[config.mk]
export PLATFORM = sky130hd
export DESIGN_NAME = multdiv_issue_ctrl_flat
export DESIGN_NICKNAME = d
export VERILOG_FILES = /design/src/rtl/multdiv_pkg.sv /design/src/rtl/multdiv_issue_ctrl_if.sv /design/src/rtl/md_timeout_counter.sv /design/src/rtl/multdiv_issue_ctrl.sv /design/src/flat_wrapper.sv
export SDC_FILE = /design/constraint.sdc
export NUM_CORES = 1
export LEC_CHECK = 0
export BUFFER_PORTS_ARGS = -buffer_cell sky130_fd_sc_hd__buf_2
export CORE_MARGIN = 8
export CORE_UTILIZATION = 23
export DETAILED_ROUTE_END_ITERATION = 10
export GPL_TIMING_DRIVEN = 1
export HOLD_SLACK_MARGIN = 0.15
export PLACE_DENSITY_LB_ADDON = 0.3
export SLEW_MARGIN = 25
export SYNTH_ARGS = -nofsm -noshare
export SYNTH_HDL_FRONTEND = slang
export SYNTH_HIERARCHICAL = 1
export SYNTH_SLANG_ARGS = --single-unit
[constraint.sdc]
create_clock -name clock -period 7 [get_ports clock]
set_input_delay 1.4 -clock clock [delete_from_list [all_inputs] [get_ports clock]]
set_output_delay 1.4 -clock clock [all_outputs]
set_load 0.05 [all_outputs]
[src/rtl/multdiv_pkg.sv]
// Shared types and constants for the mult/div issue controller.
// Holds the FSM state encoding, datapath widths, the default result
// timeout and the packed payloads for a latched operation and a writeback.
package multdiv_pkg;

  localparam int unsigned DATA_W          = 32;
  localparam int unsigned TAG_W           = 5;
  localparam int unsigned CNT_W           = 7;
  localparam int unsigned TIMEOUT_DEFAULT = 64;

  typedef enum logic [1:0] {
    IDLE  = 2'd0,
    ISSUE = 2'd1,
    WAIT  = 2'd2,
    DONE  = 2'd3
  } md_state_e;

  // Operation captured from the pipeline when it is accepted.
  typedef struct packed {
    logic              is_div;
    logic [TAG_W-1:0]  rd;
    logic [DATA_W-1:0] op_a;
    logic [DATA_W-1:0] op_b;
  } md_op_t;

  // Writeback payload captured from the unit, or built on timeout.
  typedef struct packed {
    logic [TAG_W-1:0]  rd;
    logic [DATA_W-1:0] data;
    logic              exception;
  } md_wb_t;

endpackage

[src/rtl/multdiv_issue_ctrl_if.sv]
// Bundle of pipeline-side and unit-side signals of the mult/div issue controller.
//   pipeline -> ctrl : in_valid, in_is_div, in_opA, in_opB, in_rd, flush
//   ctrl -> unit     : ctrl_MULT, ctrl_DIV, data_operandA, data_operandB
//   unit -> ctrl     : data_result, data_exception, data_resultRDY
//   ctrl -> pipeline : stall, wb_valid, wb_rd, wb_data, wb_exception
// master = surrounding pipeline/unit environment, slave = the controller.
interface multdiv_issue_ctrl_if;
  import multdiv_pkg::*;

  logic              in_valid;
  logic              in_is_div;
  logic [DATA_W-1:0] in_opA;
  logic [DATA_W-1:0] in_opB;
  logic [TAG_W-1:0]  in_rd;
  logic              flush;
  logic              ctrl_MULT;
  logic              ctrl_DIV;
  logic [DATA_W-1:0] data_operandA;
  logic [DATA_W-1:0] data_operandB;
  logic [DATA_W-1:0] data_result;
  logic              data_exception;
  logic              data_resultRDY;
  logic              stall;
  logic              wb_valid;
  logic [TAG_W-1:0]  wb_rd;
  logic [DATA_W-1:0] wb_data;
  logic              wb_exception;

  modport master (
    output in_valid, in_is_div, in_opA, in_opB, in_rd, flush,
           data_result, data_exception, data_resultRDY,
    input  ctrl_MULT, ctrl_DIV, data_operandA, data_operandB,
           stall, wb_valid, wb_rd, wb_data, wb_exception
  );

  modport slave (
    input  in_valid, in_is_div, in_opA, in_opB, in_rd, flush,
           data_result, data_exception, data_resultRDY,
    output ctrl_MULT, ctrl_DIV, data_operandA, data_operandB,
           stall, wb_valid, wb_rd, wb_data, wb_exception
  );

endinterface

[src/rtl/md_timeout_counter.sv]
// Saturating wait-cycle counter for the mult/div issue controller.
//   clock, reset  : clock, asynchronous active-high reset
//   clear         : synchronous clear to zero (priority over enable)
//   enable        : count up by one, holding at all-ones
//   count         : current count
//   terminal_c    : count has reached LIMIT-1, so this cycle completes LIMIT counts
module md_timeout_counter
  import multdiv_pkg::*;
#(
  parameter int unsigned LIMIT = TIMEOUT_DEFAULT
) (
  input  logic             clock,
  input  logic             reset,
  input  logic             clear,
  input  logic             enable,
  output logic [CNT_W-1:0] count,
  output logic             terminal_c
);

  localparam logic [CNT_W-1:0] CNT_MAX = '1;
  localparam logic [CNT_W-1:0] LAST    = CNT_W'(LIMIT - 1);

  // Count register; saturates instead of wrapping.
  always_ff @(posedge clock or posedge reset) begin
    if (reset) begin
      count <= '0;
    end else if (clear) begin
      count <= '0;
    end else if (enable && (count != CNT_MAX)) begin
      count <= count + CNT_W'(1);
    end
  end

  assign terminal_c = (count == LAST);

endmodule

[src/rtl/multdiv_issue_ctrl.sv]
// Issue controller between the pipeline and a multi-cycle mult/div unit.
// Accepts one operation, pulses the unit start, waits for the result (with a
// timeout), and returns a one-cycle writeback while stalling the pipeline.
//   clock, reset : clock, asynchronous active-high reset
//   bus          : multdiv_issue_ctrl_if.slave (pipeline, unit, writeback)
module multdiv_issue_ctrl
  import multdiv_pkg::*;
#(
  parameter int unsigned TIMEOUT = TIMEOUT_DEFAULT
) (
  input logic                clock,
  input logic                reset,
  multdiv_issue_ctrl_if.slave bus
);

  md_state_e        state, state_nxt;
  md_op_t           op_q;
  md_wb_t           wb_q;
  logic             accept_c, capture_c, timeout_c;
  logic             cnt_clear_c, cnt_en_c, terminal_c;
  logic [CNT_W-1:0] count;

  md_timeout_counter #(.LIMIT(TIMEOUT)) u_timeout (
    .clock      (clock),
    .reset      (reset),
    .clear      (cnt_clear_c),
    .enable     (cnt_en_c),
    .count      (count),
    .terminal_c (terminal_c)
  );

  // State register.
  always_ff @(posedge clock or posedge reset) begin
    if (reset) state <= IDLE;
    else       state <= state_nxt;
  end

  // Next state, datapath enables and stall.
  always_comb begin
    state_nxt   = state;
    accept_c    = 1'b0;
    capture_c   = 1'b0;
    timeout_c   = 1'b0;
    cnt_clear_c = 1'b0;
    cnt_en_c    = 1'b0;
    bus.stall   = 1'b0;
    unique case (state)
      IDLE: begin
        // Stall goes up in the acceptance cycle itself.
        if (bus.in_valid && !bus.flush && !reset) begin
          accept_c  = 1'b1;
          bus.stall = 1'b1;
          state_nxt = ISSUE;
        end
      end
      ISSUE: begin
        bus.stall   = 1'b1;
        cnt_clear_c = 1'b1;
        state_nxt   = bus.flush ? IDLE : WAIT;
      end
      WAIT: begin
        bus.stall = 1'b1;
        cnt_en_c  = 1'b1;
        if (bus.flush) begin
          state_nxt = IDLE;
        end else if (bus.data_resultRDY && (count != '0)) begin
          // count==0 marks the first WAIT cycle, where a leftover strobe is ignored.
          capture_c = 1'b1;
          state_nxt = DONE;
        end else if (terminal_c) begin
          timeout_c = 1'b1;
          state_nxt = DONE;
        end
      end
      DONE: begin
        state_nxt = IDLE;
      end
      default: begin
        state_nxt = IDLE;
      end
    endcase
  end

  // Operand latch and writeback capture.
  always_ff @(posedge clock or posedge reset) begin
    if (reset) begin
      op_q <= '0;
      wb_q <= '0;
    end else begin
      if (accept_c) begin
        op_q <= '{is_div: bus.in_is_div, rd: bus.in_rd, op_a: bus.in_opA, op_b: bus.in_opB};
      end
      if (capture_c) begin
        wb_q <= '{rd: op_q.rd, data: bus.data_result, exception: bus.data_exception};
      end else if (timeout_c) begin
        wb_q <= '{rd: op_q.rd, data: '0, exception: 1'b1};
      end
    end
  end

  assign bus.ctrl_MULT     = (state == ISSUE) && !op_q.is_div;
  assign bus.ctrl_DIV      = (state == ISSUE) && op_q.is_div;
  assign bus.data_operandA = op_q.op_a;
  assign bus.data_operandB = op_q.op_b;
  // A flush arriving in the writeback cycle still cancels the writeback.
  assign bus.wb_valid      = (state == DONE) && !bus.flush;
  assign bus.wb_rd         = wb_q.rd;
  assign bus.wb_data       = wb_q.data;
  assign bus.wb_exception  = wb_q.exception;

endmodule

[src/flat_wrapper.sv]
// flat-port wrapper written by rule: the top's interface ports become plain ports
module multdiv_issue_ctrl_flat import multdiv_pkg::*;
#(
  parameter int unsigned TIMEOUT = TIMEOUT_DEFAULT
)
  (clock, reset, bus_in_valid, bus_in_is_div, bus_in_opA, bus_in_opB, bus_in_rd, bus_flush, bus_data_result, bus_data_exception, bus_data_resultRDY, bus_ctrl_MULT, bus_ctrl_DIV, bus_data_operandA, bus_data_operandB, bus_stall, bus_wb_valid, bus_wb_rd, bus_wb_data, bus_wb_exception);
  multdiv_issue_ctrl_if bus_i ();
  input logic clock;
  input logic reset;
  input wire logic [$bits(bus_i.in_valid)-1:0] bus_in_valid;
  input wire logic [$bits(bus_i.in_is_div)-1:0] bus_in_is_div;
  input wire logic [$bits(bus_i.in_opA)-1:0] bus_in_opA;
  input wire logic [$bits(bus_i.in_opB)-1:0] bus_in_opB;
  input wire logic [$bits(bus_i.in_rd)-1:0] bus_in_rd;
  input wire logic [$bits(bus_i.flush)-1:0] bus_flush;
  input wire logic [$bits(bus_i.data_result)-1:0] bus_data_result;
  input wire logic [$bits(bus_i.data_exception)-1:0] bus_data_exception;
  input wire logic [$bits(bus_i.data_resultRDY)-1:0] bus_data_resultRDY;
  output wire logic [$bits(bus_i.ctrl_MULT)-1:0] bus_ctrl_MULT;
  output wire logic [$bits(bus_i.ctrl_DIV)-1:0] bus_ctrl_DIV;
  output wire logic [$bits(bus_i.data_operandA)-1:0] bus_data_operandA;
  output wire logic [$bits(bus_i.data_operandB)-1:0] bus_data_operandB;
  output wire logic [$bits(bus_i.stall)-1:0] bus_stall;
  output wire logic [$bits(bus_i.wb_valid)-1:0] bus_wb_valid;
  output wire logic [$bits(bus_i.wb_rd)-1:0] bus_wb_rd;
  output wire logic [$bits(bus_i.wb_data)-1:0] bus_wb_data;
  output wire logic [$bits(bus_i.wb_exception)-1:0] bus_wb_exception;
  assign bus_i.in_valid = bus_in_valid;
  assign bus_i.in_is_div = bus_in_is_div;
  assign bus_i.in_opA = bus_in_opA;
  assign bus_i.in_opB = bus_in_opB;
  assign bus_i.in_rd = bus_in_rd;
  assign bus_i.flush = bus_flush;
  assign bus_i.data_result = bus_data_result;
  assign bus_i.data_exception = bus_data_exception;
  assign bus_i.data_resultRDY = bus_data_resultRDY;
  assign bus_ctrl_MULT = bus_i.ctrl_MULT;
  assign bus_ctrl_DIV = bus_i.ctrl_DIV;
  assign bus_data_operandA = bus_i.data_operandA;
  assign bus_data_operandB = bus_i.data_operandB;
  assign bus_stall = bus_i.stall;
  assign bus_wb_valid = bus_i.wb_valid;
  assign bus_wb_rd = bus_i.wb_rd;
  assign bus_wb_data = bus_i.wb_data;
  assign bus_wb_exception = bus_i.wb_exception;
  multdiv_issue_ctrl #(.TIMEOUT(TIMEOUT)) u_core (.clock(clock), .reset(reset), .bus(bus_i));
endmodule
Yosys cells after proc, flatten, opt, wreduce, memory -nomap -nowiden:

Index checks and enable logic that the tools add are counted.

* register bits after elaboration: 117
* bits in latches: 0
* bits in writable memories: 0
* bits in read-only memories: 0
* input port bits: 108
* output and inout port bits: 106
* logic and storage cells: 55
* memories kept: 0

* $add $sub $neg: 1
* $mul: 0
* div/mod/pow operators: 0
* order comparisons: 0
* equality and inequality tests: 7
* shifts and indexed selects: 0
* mux-type cells: 22
* bitwise logic cells: 0
* reductions and logical operators: 16

Operators by type and width (count)
* $mux 38: 2
* $mux 7: 2
* $mux 1: 11
* $mux 2: 5
* $pmux 2 s4: 1
* $add 7x1->7 const B: 1
* $eq 7x6->1 const B: 1
* $logic_and 1x1->1: 7
* $ne 7x7->1 const B: 1
* $reduce_bool 7->1: 1
* $eq 2x2->1 const B: 2
* $ne 4x2->1 const B: 1
* $reduce_bool 2->1: 2
* $logic_not 1->1: 3
* $eq 2x1->1 const B: 1
* $logic_not 2->1: 1
* $ne 2x1->1 const B: 1
* $pmux 1 s2: 1
* $reduce_and 2->1: 1
* $reduce_or 2->1: 1

Logic depth before layout (Yosys ltp):

* word-level depth: 7
* mapped depth: 8
* mapped depth without buffers: 6

Modules after synthesis:

Netlist, hierarchy kept.

By module, submodules not included
* multdiv_issue_ctrl: times used 1, cells each 329, area each 4767.1 um^2, sequential area each 2752.6 um^2
* md_timeout_counter: times used 1, cells each 38, area each 386.6 um^2, sequential area each 175.2 um^2

Worst setup path before layout:

OpenSTA, ideal clock, no wires.

* path type: input to output
* start point: in bus_in_valid
* end point: out bus_stall
* arrival: 2935 ps
* slack: 2665 ps
* cell stages on the path: 5
* buffers on the path: 1
* cell sequence: inv_1 > nor4b_4 > buf_6 > nor2_1 > nor2_1

* longest elaborated chain between the ends: 4

RTL lines
* start, declared: RTL line flat_wrapper.sv:10 `input wire logic [$bits(bus_i.in_valid)-1:0] bus_in_valid;`
* $logic_and 1x1->1 (2 in series): RTL line multdiv_issue_ctrl.sv:50 `if (bus.in_valid && !bus.flush && !reset) begin`
* $mux 1: RTL line multdiv_issue_ctrl.sv:50
* $pmux 1 s2: RTL line multdiv_issue_ctrl.sv:47 `unique case (state)`
* end, declared: RTL line flat_wrapper.sv:23 `output wire logic [$bits(bus_i.stall)-1:0] bus_stall;`

Every way passes these cells.

Final worst setup path:

* start point: in bus_flush
* end point: out bus_stall

* longest elaborated chain between the ends: 5

RTL lines
* start, declared: RTL line flat_wrapper.sv:15 `input wire logic [$bits(bus_i.flush)-1:0] bus_flush;`
* $logic_not 1->1: RTL line multdiv_issue_ctrl.sv:50
* $logic_and 1x1->1 (2 in series): RTL line multdiv_issue_ctrl.sv:50
* $mux 1: RTL line multdiv_issue_ctrl.sv:50
* $pmux 1 s2: RTL line multdiv_issue_ctrl.sv:47

Every way passes these cells.

==> impl_results.md <==
- Status: finished clean
- Hold buffer count at cts: 0
- Post-route ant nets: 0
- Synthesized net count: 482
- Max rail drop VDD: 248 µV
- Area Growth Syn to Fin: 28.6%
- Gpl congestion: 0.774
- Total iterations of the first detailed-routing run: 4
- Final hold vios: 0
- Rel. slew slack: 36.3%
- Placed Instances: 784
- Diode count: 0
- # port buffers: 213
- Post-synth EDFFs: 0
- Chip height: 166 µm
- Yosys warnings: 6
- Inserted Clock Buffers: 17
- Largest net degree at the start of global routing: 71
- Gr ovfl total: 0
- WP data arrival: 2.28 ns
- Fmax: 0.272 GHz
- Die Area: 27500 µm²
- Tot GR Track Use: 9.64%
- Mapped cell area: 5150 µm²
- Die Wd: 166 µm
- PwrDens: 557 nW/µm²
- Initial antenna violation count: 0
- Sequential area share after synthesis: 56.8%
- Worst setup EP type: output pin
- Critical path class: input port to output pin
- Placed instance area: 6010 µm²
- R2R Path Start: u_core/state[0]$_DFFE_PP0P_
- Top_reg_cell synth: dfrtp_1
- Bufs on Longest Clock Path: 2
- Final slew viol count: 0
- Worst slack, placed: 3.31 ns
- Setup TNS Final: 0 ns
- Vias in the first global route: 3959
- Final Util: 30.3%
- Hold Crit Class: register to register
- Req. time, crit path: 5.60 ns
- Unique masters post-synth: 34
- Post-CTS setup buffer count: 0
- CTS resizes: 0
- Final min period: 3.68 ns
- CTS H-tree depth: 4
- DR iter-0 viols: 166
- Crit path max fanout: 7
- Final std cells w/o fill: 816
- Root buf cell: clkbuf_16
- Period utilization: 52.5%
- Core area: 21900 µm²
- Via Count: 3346
- Multi-input logic area: 1610 µm²
- FF+latch area: 2930 µm²
- Share of cells above drive strength 1: 61.8%
- Drt wl/cell: 15.8 µm
- Clock Skew: 0.0107 ns
- Routed wire length: 12900 µm
- Unrepaired setup endpoints after global routing: false
- Hold EP: u_core/bus.wb_data[4]$_DFFE_PP0P_
- Vias/cell: 4.10
- R2R Setup Slk: 4.40 ns
- Hold Path Stages: 1
- Leakage power: 3.35 nW
- Starting Density: 23.5%
- First-pass GRT wire length: 21500 µm
- TritonCTS clock tree: yes
- Final count of negative-setup-slack endpoints: 0
- Reg clk slew, reported paths: 0.05 ns
- Final worst slack: 3.32 ns
- Register bit total from synthesis: 117
- Max-Cap Viols: 0
- Reg2reg path depth: 8
- I/O pin cnt: 214
- Hold Crit Start: u_core/bus.wb_data[4]$_DFFE_PP0P_
- Synth async-reset ratio: 100%
- DP Wirelength: 9550 µm
- Residual DRC count: 0
- Setup crit start kind: input port
- Cell count after synthesis: 367
- Worst-Margin Slew: 0.956 ns
- Fillcell total: 2262
- Final nets: 639
- Syn Area/Cell: 14.0 µm²
- Row cnt: 54
- Finished Cell Area: 6630 µm²
- R2R Path End: u_core/bus.wb_rd[1]$_DFFE_PP0P_
- Skew-Pair Late Insertion Delay: 0.41 ns
- Clock sink count: 117
through the flow:
stage               power [mW]  hold slack, ns
global route              3.89           0.518
detailed placement        2.85           0.481
finish                    3.69           0.494
floorplan                 2.70           0.477
CTS                       3.76           0.496
global placement          2.83           0.478
cell usage after synthesis, types with 3 or more instances:
cell type | instances | area [µm²]
dfrtp_1 | 117 | 2930
ha_1 | 7 | 87.6
nor2_1 | 7 | 26.3
a211oi_1 | 4 | 30.0
a22o_1 | 32 | 280
buf_6 | 7 | 78.8
buf_4 | 67 | 503
nand2_1 | 4 | 15.0
a21oi_1 | 3 | 15.0
inv_1 | 10 | 37.5
mux2_2 | 66 | 743
mux2_4 | 10 | 150
clkbuf_1 | 4 | 15.0
sequential cells by signal, indices dropped and copies added (netlist names):
signal and cells:
u_core/bus.wb_rd 5, u_core/state 2, u_core/u_timeout/count 7, u_core/bus.wb_exception 1
u_core/op_q 6, u_core/bus.wb_data 32, u_core/bus.data_operandB 32, u_core/bus.data_operandA 32
critical path: stages:
cell	delay, ns
buf_2	0.14
nor4b_4	0.29
nor2_1	0.06
nor2_1	0.10
buf_2	0.28
report_power, final:
part	internal, mW	switching (mW)
combinational	0.465	1.25
sequential	0.955	0.148
clock	0.584	0.295
total	2.00	1.69
area by class of cell:
class                   count  area share [%]
flip-flops and latches    117            44.2
clock inverters             9            1.91
inverters                  10           0.604
multi-input cells         161            24.2
well taps                 280            5.29
clock buffers              22            7.15
repair buffers            217            16.7
cells by family after synthesis:
family | after synthesis | share of synthesized area [%]
flops | 117 | 56.8
mux | 78 | 17.7
compound gates | 51 | 8.23
buf+inv | 89 | 12.4
simple gates | 25 | 3.13
fa+ha+maj | 7 | 1.70
routing by layer:
metal | GRT usage, % | vias up | part of all wire, %
met1 | 10.5 | 1644 | 42
met3 | 4.85 | 11 | 9.0
met4 | 3.45 | 0 | 1.4
met2 | 16.0 | 140 | 48
li1 | - | 1551 | -
met5 | 0 | - | 0
how the worst max path moves through the flow:
stage / start / to / slack (ns) / cells after the start
after global placement: bus_flush / bus_stall / 3.36 / 5
after floorplan: bus_in_valid / bus_stall / 2.66 / 5
after detailed placement: bus_flush / bus_stall / 3.31 / 5
after global routing: bus_flush / bus_stall / 3.26 / 5
final: bus_flush / bus_stall / 3.32 / 5
after CTS: bus_flush / bus_stall / 3.31 / 5
placed cells by master, fill, tap and decap left out, types with 3 or more instances in the layout:
cell type	n
bufinv_16	3
clkinv_2	4
clkbuf_8	3
nor2_1	7
mux2_2	66
dfrtp_1	117
a211oi_1	4
mux2_4	10
inv_1	9
nand2_1	4
a22o_1	32
ha_1	7
clkbuf_16	17
buf_4	3
buf_2	213
No activity file was read; power rests on OpenSTA's default activity.
